## src/rtl/axi_w_master_pkg.sv

```systemverilog
// Shared definitions for the AXI4 write-channel master.
// Contents: default AXI widths, BURST_* and RESP_* encodings, the
// write-master state type and the size-to-byte-mask helper.
package axi_w_master_pkg;

  localparam int unsigned AXI_ID_W   = 4;
  localparam int unsigned AXI_ADDR_W = 64;
  localparam int unsigned AXI_DATA_W = 64;
  localparam int unsigned AXI_LEN_W  = 8;

  localparam logic [1:0] BURST_FIXED = 2'b00;
  localparam logic [1:0] BURST_INCR  = 2'b01;
  localparam logic [1:0] BURST_WRAP  = 2'b10;

  localparam logic [1:0] RESP_OKAY   = 2'b00;
  localparam logic [1:0] RESP_EXOKAY = 2'b01;
  localparam logic [1:0] RESP_SLVERR = 2'b10;
  localparam logic [1:0] RESP_DECERR = 2'b11;

  typedef enum logic [1:0] {
    ST_IDLE  = 2'd0,
    ST_WRITE = 2'd1,
    ST_RESP  = 2'd2
  } wstate_e;

  // Byte-lane mask for an access of 2**size bytes starting at lane 0.
  function automatic logic [7:0] size_mask(input logic [1:0] size);
    logic [7:0] m;
    case (size)
      2'b00:   m = 8'h01;
      2'b01:   m = 8'h03;
      2'b10:   m = 8'h0F;
      default: m = 8'hFF;
    endcase
    return m;
  endfunction

endpackage

```

## src/rtl/axi_w_align.sv

```systemverilog
// Combinational store aligner: moves LSB-aligned write data to its byte
// lane within the bus word and builds the matching byte strobe.
// Lanes pushed past the top of the word are dropped (no split access).
// Ports:
//   size     in  access size code (00:1B 01:2B 10:4B 11:8B)
//   offset   in  byte offset within the bus word
//   data_in  in  LSB-aligned store data
//   data_out out lane-aligned data
//   strb     out byte strobe
module axi_w_align
  import axi_w_master_pkg::*;
#(
  parameter int unsigned DATA_W = AXI_DATA_W
) (
  input  logic [1:0]          size,
  input  logic [2:0]          offset,
  input  logic [DATA_W-1:0]   data_in,
  output logic [DATA_W-1:0]   data_out,
  output logic [DATA_W/8-1:0] strb
);

  localparam int unsigned STRB_W = DATA_W / 8;

  always_comb begin
    data_out = data_in << {offset, 3'b000};
    strb     = STRB_W'(size_mask(size)) << offset;
  end

endmodule

```

## src/rtl/axi_w_master.sv

```systemverilog
// AXI4 write-channel master. Accepts one write request from the LSU /
// D-cache side, issues AW, streams the W beats (aligned, with strobes) and
// returns the B response as a one-cycle pulse.
// Ports:
//   clk, reset            clock, synchronous active-high reset
//   cpu_aw_*, cpu_id/addr/len/size   request side (accepted in IDLE)
//   cpu_w_*               beat stream, LSB-aligned data
//   cpu_b_valid/resp      response pulse and held BRESP
//   axi_aw_*, axi_w_*, axi_b_*       AXI4 write address/data/response
// Build option: define YSYX_22041071_AXI_W_IDCHK_EN to check BID against
// the issued AWID and force SLVERR on mismatch.
module axi_w_master
  import axi_w_master_pkg::*;
#(
  parameter int unsigned ID_W   = AXI_ID_W,
  parameter int unsigned ADDR_W = AXI_ADDR_W,
  parameter int unsigned DATA_W = AXI_DATA_W,
  parameter int unsigned LEN_W  = AXI_LEN_W
) (
  input  logic                clk,
  input  logic                reset,
  input  logic                cpu_aw_valid,
  output logic                cpu_aw_ready,
  input  logic [ID_W-1:0]     cpu_id,
  input  logic [ADDR_W-1:0]   cpu_addr,
  input  logic [LEN_W-1:0]    cpu_len,
  input  logic [1:0]          cpu_size,
  input  logic                cpu_w_valid,
  output logic                cpu_w_ready,
  input  logic [DATA_W-1:0]   cpu_w_data,
  output logic                cpu_b_valid,
  output logic [1:0]          cpu_b_resp,
  output logic                axi_aw_valid_o,
  input  logic                axi_aw_ready_i,
  output logic [ID_W-1:0]     axi_aw_id_o,
  output logic [ADDR_W-1:0]   axi_aw_addr_o,
  output logic [LEN_W-1:0]    axi_aw_len_o,
  output logic [2:0]          axi_aw_size_o,
  output logic [1:0]          axi_aw_burst_o,
  output logic [2:0]          axi_aw_prot_o,
  output logic [3:0]          axi_aw_cache_o,
  output logic                axi_aw_lock_o,
  output logic [3:0]          axi_aw_qos_o,
  output logic                axi_w_valid_o,
  input  logic                axi_w_ready_i,
  output logic [DATA_W-1:0]   axi_w_data_o,
  output logic [DATA_W/8-1:0] axi_w_strb_o,
  output logic                axi_w_last_o,
  input  logic                axi_b_valid_i,
  output logic                axi_b_ready_o,
  input  logic [1:0]          axi_b_resp_i,
  input  logic [ID_W-1:0]     axi_b_id_i
);

  wstate_e state, state_nx;

  logic [ID_W-1:0]     id_q;
  logic [ADDR_W-1:0]   addr_q;
  logic [LEN_W-1:0]    len_q;
  logic [1:0]          size_q;
  logic [LEN_W-1:0]    beat_cnt;
  logic                aw_done;
  logic                w_done;

  logic                in_write;
  logic                accept;
  logic                aw_hs;
  logic                w_hs;
  logic                last_hs;
  logic                write_done;
  logic                b_hs;
  logic [1:0]          resp_nx;
  logic [DATA_W-1:0]   aligned_data;
  logic [DATA_W/8-1:0] aligned_strb;

  // Handshakes are derived from state and inputs directly rather than from
  // the output ports, keeping the next-state logic free of feedback.
  assign in_write   = (state == ST_WRITE);
  assign accept     = (state == ST_IDLE) && cpu_aw_valid;
  assign aw_hs      = in_write && !aw_done && axi_aw_ready_i;
  assign w_hs       = in_write && !w_done && cpu_w_valid && axi_w_ready_i;
  assign last_hs    = w_hs && (beat_cnt == len_q);
  // AW and the last W beat may finish in either order or together.
  assign write_done = in_write && (aw_done || aw_hs) && (w_done || last_hs);
  assign b_hs       = (state == ST_RESP) && axi_b_valid_i;

  always_ff @(posedge clk) begin
    if (reset) state <= ST_IDLE;
    else       state <= state_nx;
  end

  always_comb begin
    state_nx       = state;
    cpu_aw_ready   = 1'b0;
    axi_aw_valid_o = 1'b0;
    axi_w_valid_o  = 1'b0;
    cpu_w_ready    = 1'b0;
    axi_b_ready_o  = 1'b0;
    case (state)
      ST_IDLE: begin
        cpu_aw_ready = 1'b1;
        if (cpu_aw_valid) state_nx = ST_WRITE;
      end
      ST_WRITE: begin
        axi_aw_valid_o = !aw_done;
        axi_w_valid_o  = cpu_w_valid && !w_done;
        cpu_w_ready    = axi_w_ready_i && !w_done;
        if (write_done) state_nx = ST_RESP;
      end
      ST_RESP: begin
        axi_b_ready_o = 1'b1;
        if (axi_b_valid_i) state_nx = ST_IDLE;
      end
      default: state_nx = ST_IDLE;
    endcase
  end

  always_ff @(posedge clk) begin
    if (reset) begin
      id_q        <= '0;
      addr_q      <= '0;
      len_q       <= '0;
      size_q      <= '0;
      beat_cnt    <= '0;
      aw_done     <= 1'b0;
      w_done      <= 1'b0;
      cpu_b_valid <= 1'b0;
      cpu_b_resp  <= '0;
    end else begin
      cpu_b_valid <= 1'b0;
      if (accept) begin
        id_q     <= cpu_id;
        addr_q   <= cpu_addr;
        len_q    <= cpu_len;
        size_q   <= cpu_size;
        beat_cnt <= '0;
        aw_done  <= 1'b0;
        w_done   <= 1'b0;
      end else if (write_done) begin
        beat_cnt <= '0;
        aw_done  <= 1'b0;
        w_done   <= 1'b0;
      end else begin
        if (aw_hs) aw_done <= 1'b1;
        if (w_hs) begin
          beat_cnt <= beat_cnt + LEN_W'(1);
          if (last_hs) w_done <= 1'b1;
        end
      end
      if (b_hs) begin
        cpu_b_valid <= 1'b1;
        cpu_b_resp  <= resp_nx;
      end
    end
  end

`ifdef YSYX_22041071_AXI_W_IDCHK_EN
  logic id_mismatch;
  assign id_mismatch = (axi_b_id_i != id_q);
  assign resp_nx     = id_mismatch ? RESP_SLVERR : axi_b_resp_i;
`ifndef SYNTHESIS
  always_ff @(posedge clk) begin
    if (!reset && b_hs && id_mismatch)
      $error("axi_w_master: BID %0h does not match AWID %0h", axi_b_id_i, id_q);
  end
`endif
`else
  logic unused_bid;
  assign unused_bid = ^axi_b_id_i;
  assign resp_nx    = axi_b_resp_i;
`endif

  axi_w_align #(.DATA_W(DATA_W)) u_align (
    .size     (size_q),
    .offset   (addr_q[2:0]),
    .data_in  (cpu_w_data),
    .data_out (aligned_data),
    .strb     (aligned_strb)
  );

  // AW fields come straight from the request registers, so they stay stable
  // for as long as AW valid is held.
  assign axi_aw_id_o    = id_q;
  assign axi_aw_addr_o  = {addr_q[ADDR_W-1:3], 3'b000};
  assign axi_aw_len_o   = len_q;
  assign axi_aw_size_o  = {1'b0, size_q};
  assign axi_aw_burst_o = in_write ? BURST_INCR : BURST_FIXED;
  assign axi_aw_prot_o  = '0;
  assign axi_aw_cache_o = '0;
  assign axi_aw_lock_o  = 1'b0;
  assign axi_aw_qos_o   = '0;

  assign axi_w_data_o   = in_write ? aligned_data : '0;
  assign axi_w_strb_o   = in_write ? aligned_strb : '0;
  assign axi_w_last_o   = in_write && (beat_cnt == len_q);

endmodule

```

## config.mk

```make
export PLATFORM = sky130hd
export DESIGN_NAME = axi_w_master
export DESIGN_NICKNAME = d
export VERILOG_FILES = /design/src/rtl/axi_w_master_pkg.sv /design/src/rtl/axi_w_align.sv /design/src/rtl/axi_w_master.sv
export SDC_FILE = /design/constraint.sdc
export NUM_CORES = 1
export LEC_CHECK = 0
export CAP_MARGIN = 20
export CELL_PAD_IN_SITES_DETAIL_PLACEMENT = 1
export CELL_PAD_IN_SITES_GLOBAL_PLACEMENT = 1
export CORE_UTILIZATION = 31
export CTS_BUF_LIST = sky130_fd_sc_hd__clkbuf_4 sky130_fd_sc_hd__clkbuf_8
export DETAILED_ROUTE_END_ITERATION = 7
export PLACE_DENSITY = 0.89
export SYNTH_ARGS = -nofsm -noshare
export SYNTH_HDL_FRONTEND = slang
export SYNTH_HIERARCHICAL = 1
export SYNTH_SLANG_ARGS = --single-unit
export TNS_END_PERCENT = 50
```

## constraint.sdc

```tcl
create_clock -name clk -period 4.7 [get_ports clk]
set_input_delay 0.705 -clock clk [delete_from_list [all_inputs] [get_ports clk]]
set_output_delay 0.705 -clock clk [all_outputs]
set_load 0.005 [all_outputs]
```

==> impl_metrics.csv <==
group,metric,value,unit
run_status,status,"complete, no violations",
worst_setup_path,cp-start-kind,"register",
power,seqPwrFrac,0.414,
sta,fin_crit_sh,0.866,
layout,nNetsFinal,1200,
route,route.met3.wl,2220,um
place,gp_congestion,0.857,
worst_setup_path,end_kind,"output port",
power,p_int,1430,uW
clocking,clk_transition_reported_paths,0.10,ns
clocking,cts-buffers-inserted,9,
grt,grt_max_degree,74,
sta,skew,0.0128,ns
route,remaining_drc_errors,0,
layout,seq_area,0.00187,mm^2
clocking,cts_tree,"built",
floorplan,die_x,148,um
floorplan,coreArea,0.0210,mm^2
power,power.density,223,mW/mm^2
power,power_switching,668,uW
power,power,2090,uW
clocking,ctsLongestPathBuffers,2,
route,first_iter_violations,255,
floorplan,dieArea,0.0219,mm^2
synth,synthArstFlopShare,0,
clocking,cts_max_level,3,
layout,n_antenna_cell,0,
worst_setup_path,crit_path_max_incr_delay,0.72,ns
power,vdd_drop_max,0.235,mV
place,dp_hpwl,17300,um
layout,drive_gt1_frac,0.0639,
clocking,cts_setup_buffers,0,
route,drtAntennaViolNets,0,
synth,syn_inst,843,
synth,synth_edf_count,0,
power,pwr-share-clk,0.249,
place,placed_cells,1308,
worst_setup_path,arrival,3.37,ns
route,dr.pass1.iters,7,
synth,seq_area_frac_synth,0.281,
clocking,clk-insertion-delay-late,0.37,ns
layout,stdcell_count,1324,
worst_setup_path,path_cells,"buf_4, inv_2, a22oi_1, a221oi_1, and2_1, clkdlybuf4s50_1",
worst_setup_path,cp_max_fo,55,
route,top_layer_used,"met4",
route,wl_per_cell,17.6,um
place,portBuffers,307,
clocking,cts_root_buffer,"clkbuf_8",
route,wl_met1,9180,um
layout,multiInputGateArea,0.00383,mm^2
layout,syn2layout_area_growth,41.8,%
sta,period_needed,4.07,ns
worst_setup_path,required,3.99,ns
sta,rsz0062_at_grt,"no",
floorplan,rows,53,
floorplan,io-pin-count,329,
grt,grt_first_pass_wirelength,35300,um
synth,synthDistinctLibCells,58,
grt,grt_overflow_total,0,
worst_hold_path,hold_class,"reg2reg",
sta,fin_hold_ws,0.458,ns
grt,grt_pass1_vias,6636,
job,maxCapViolCount,0,
sta,finalHoldViolCount,0,
synth,ys_seq_elements,93,
layout,layout_commonest_cell,"clkdlybuf4s50_1",
route,via_per_inst,4.94,
floorplan,die_h,148,um
power,switching_share,0.319,
worst_setup_path,crit_slowest_cell,"dfxtp_4",
sta,fin_tns_setup,0,ns
route,vias,6545,
layout,n_fill_cell,2546,
worst_setup_path,cp_top_family,"buffers and inverters",
worst_setup_path,path_buf_inv,3,
synth,ys.flop_type,"dfxtp_1",
clocking,hold_buffers,0,
sta,fmax,0.246,GHz
sta,tightest_slew,0.996,ns
sta,slew-limit-headroom,0.336,
sta,finalSetupViolations,0,
sta,maxSlewViolCount,0,
power,power_frac_comb,0.337,
grt,antenna_found_initial,0,
synth,synth_warnings,6,
route,wl_met2,11300,um
power,leakagePower,0.00332,uW
route,drt_wl_total,23300,um
layout,layout_common_cells,"clkdlybuf4s50_1 (306), nand2_1 (173), dfxtp_1 (90), and2_1 (85), a21oi_1 (84)",
floorplan,initial_core_util,0.316,
worst_setup_path,critical_path_class,"reg2out",
grt,grt_usage,0.203,
clocking,cts_sinks,93,
synth,syn_avg_cell_area,7.85,um^2
clocking,cts_resized,0,
synth,synthesis.area,0.00662,mm^2
metrics by stage:
stage          utilization  setup WS, ns  cell area [um^2]
2_1_floorplan            -          2.49              6680
3_3_place_gp         0.440          1.14              9210
3_5_place_dp         0.440          1.05              9210
4_1_cts              0.448         0.610              9390
5_1_grt              0.448         0.460              9390
6_report             0.448         0.629              9390
cell type report:
cell class,instances,share of cell area
tap,275,0.0366
timing repair buffer,318,0.336
multi-input combinational,618,0.408
sequential,93,0.199
inverter,4,0.00160
clock inverter,7,0.00586
clock buffer,9,0.0132
cell usage after synthesis, drive strengths merged (2+ instances only):
cell type  number  area, um^2
a2111oi         2        30.0
a211oi         10        75.1
a21oi          84         420
a221oi          9        78.8
a22oi           9        67.6
a31oi           2        12.5
and2           86         538
and3            3        21.3
buf           121         886
clkbuf         23        90.1
dfxtp          93        1860
inv             4        15.0
mux2            8        90.1
mux2i          57         571
mux4            8         184
nand2         174         653
nand2b          3        26.3
nand3           2        10.0
nand3b          8        60.1
nand4           3        18.8
nor2           33         134
nor2b          14        87.6
nor3            3        31.3
nor3b           2        15.0
nor4            3        31.3
o21a            8        60.1
o21ai          32         171
o221ai          8         114
o22a            8        70.1
xor2           14         123
power groups by stage:
stage          clock, uW  sequential, uW  combinational [uW]
3_5_place_dp           0             886                 706
6_report             522             868                 705
4_1_cts              538             868                 710
2_1_floorplan          0             866                 388
3_3_place_gp           0             883                 691
5_1_grt              564             875                 763
logic make-up after synthesis:
family | share of synthesized area
and+or+nand+nor | 0.248
AOI/OAI and AO/OA | 0.171
buffers and inverters | 0.150
DFF | 0.281
muxes | 0.128
xor gates and xnor gates | 0.0198
adders and majority gates | 0.00189
other | 0.000566
worst paths after layout:
| path | to | slack (ns) | cells after the start | from |
|---|---|---|---|---|
| max | axi_w_data_o[55] | 0.63 | 6 | addr_q[0]$_SDFFE_PP0P_ |
| min | addr_q[22]$_SDFFE_PP0P_ | 0.46 | 2 | addr_q[22]$_SDFFE_PP0P_ |
| max reg2reg | axi_aw_len_o[1]$_SDFFE_PP0P_ | 2.55 | 5 | state[0]$_SDFFE_PP0P_ |
| min reg2reg | addr_q[22]$_SDFFE_PP0P_ | 0.46 | 2 | addr_q[22]$_SDFFE_PP0P_ |
worst register-to-register path, cell delays in order (launching register included):
cell	delay, ns
dfxtp_1	0.37
nor2_1	0.24
and2_2	0.86
buf_4	0.37
nand2_1	0.10
a21oi_1	0.14
flip-flops by register name, summed over array words and instances (netlist names):
name	cells
addr_q	64
axi_aw_len_o	8
beat_cnt	8
axi_aw_id_o	4
cpu_b_resp	2
size_q	2
state	2
aw_done	1
cpu_b_valid	1
w_done	1
per-layer routing:
metal  up-vias  GRT usage
met5         -          0
met4         0     0.0675
met3        35     0.0687
met2       281      0.367
met1      3077      0.220
li1       3152          -
(Power assumes the default switching activity.)
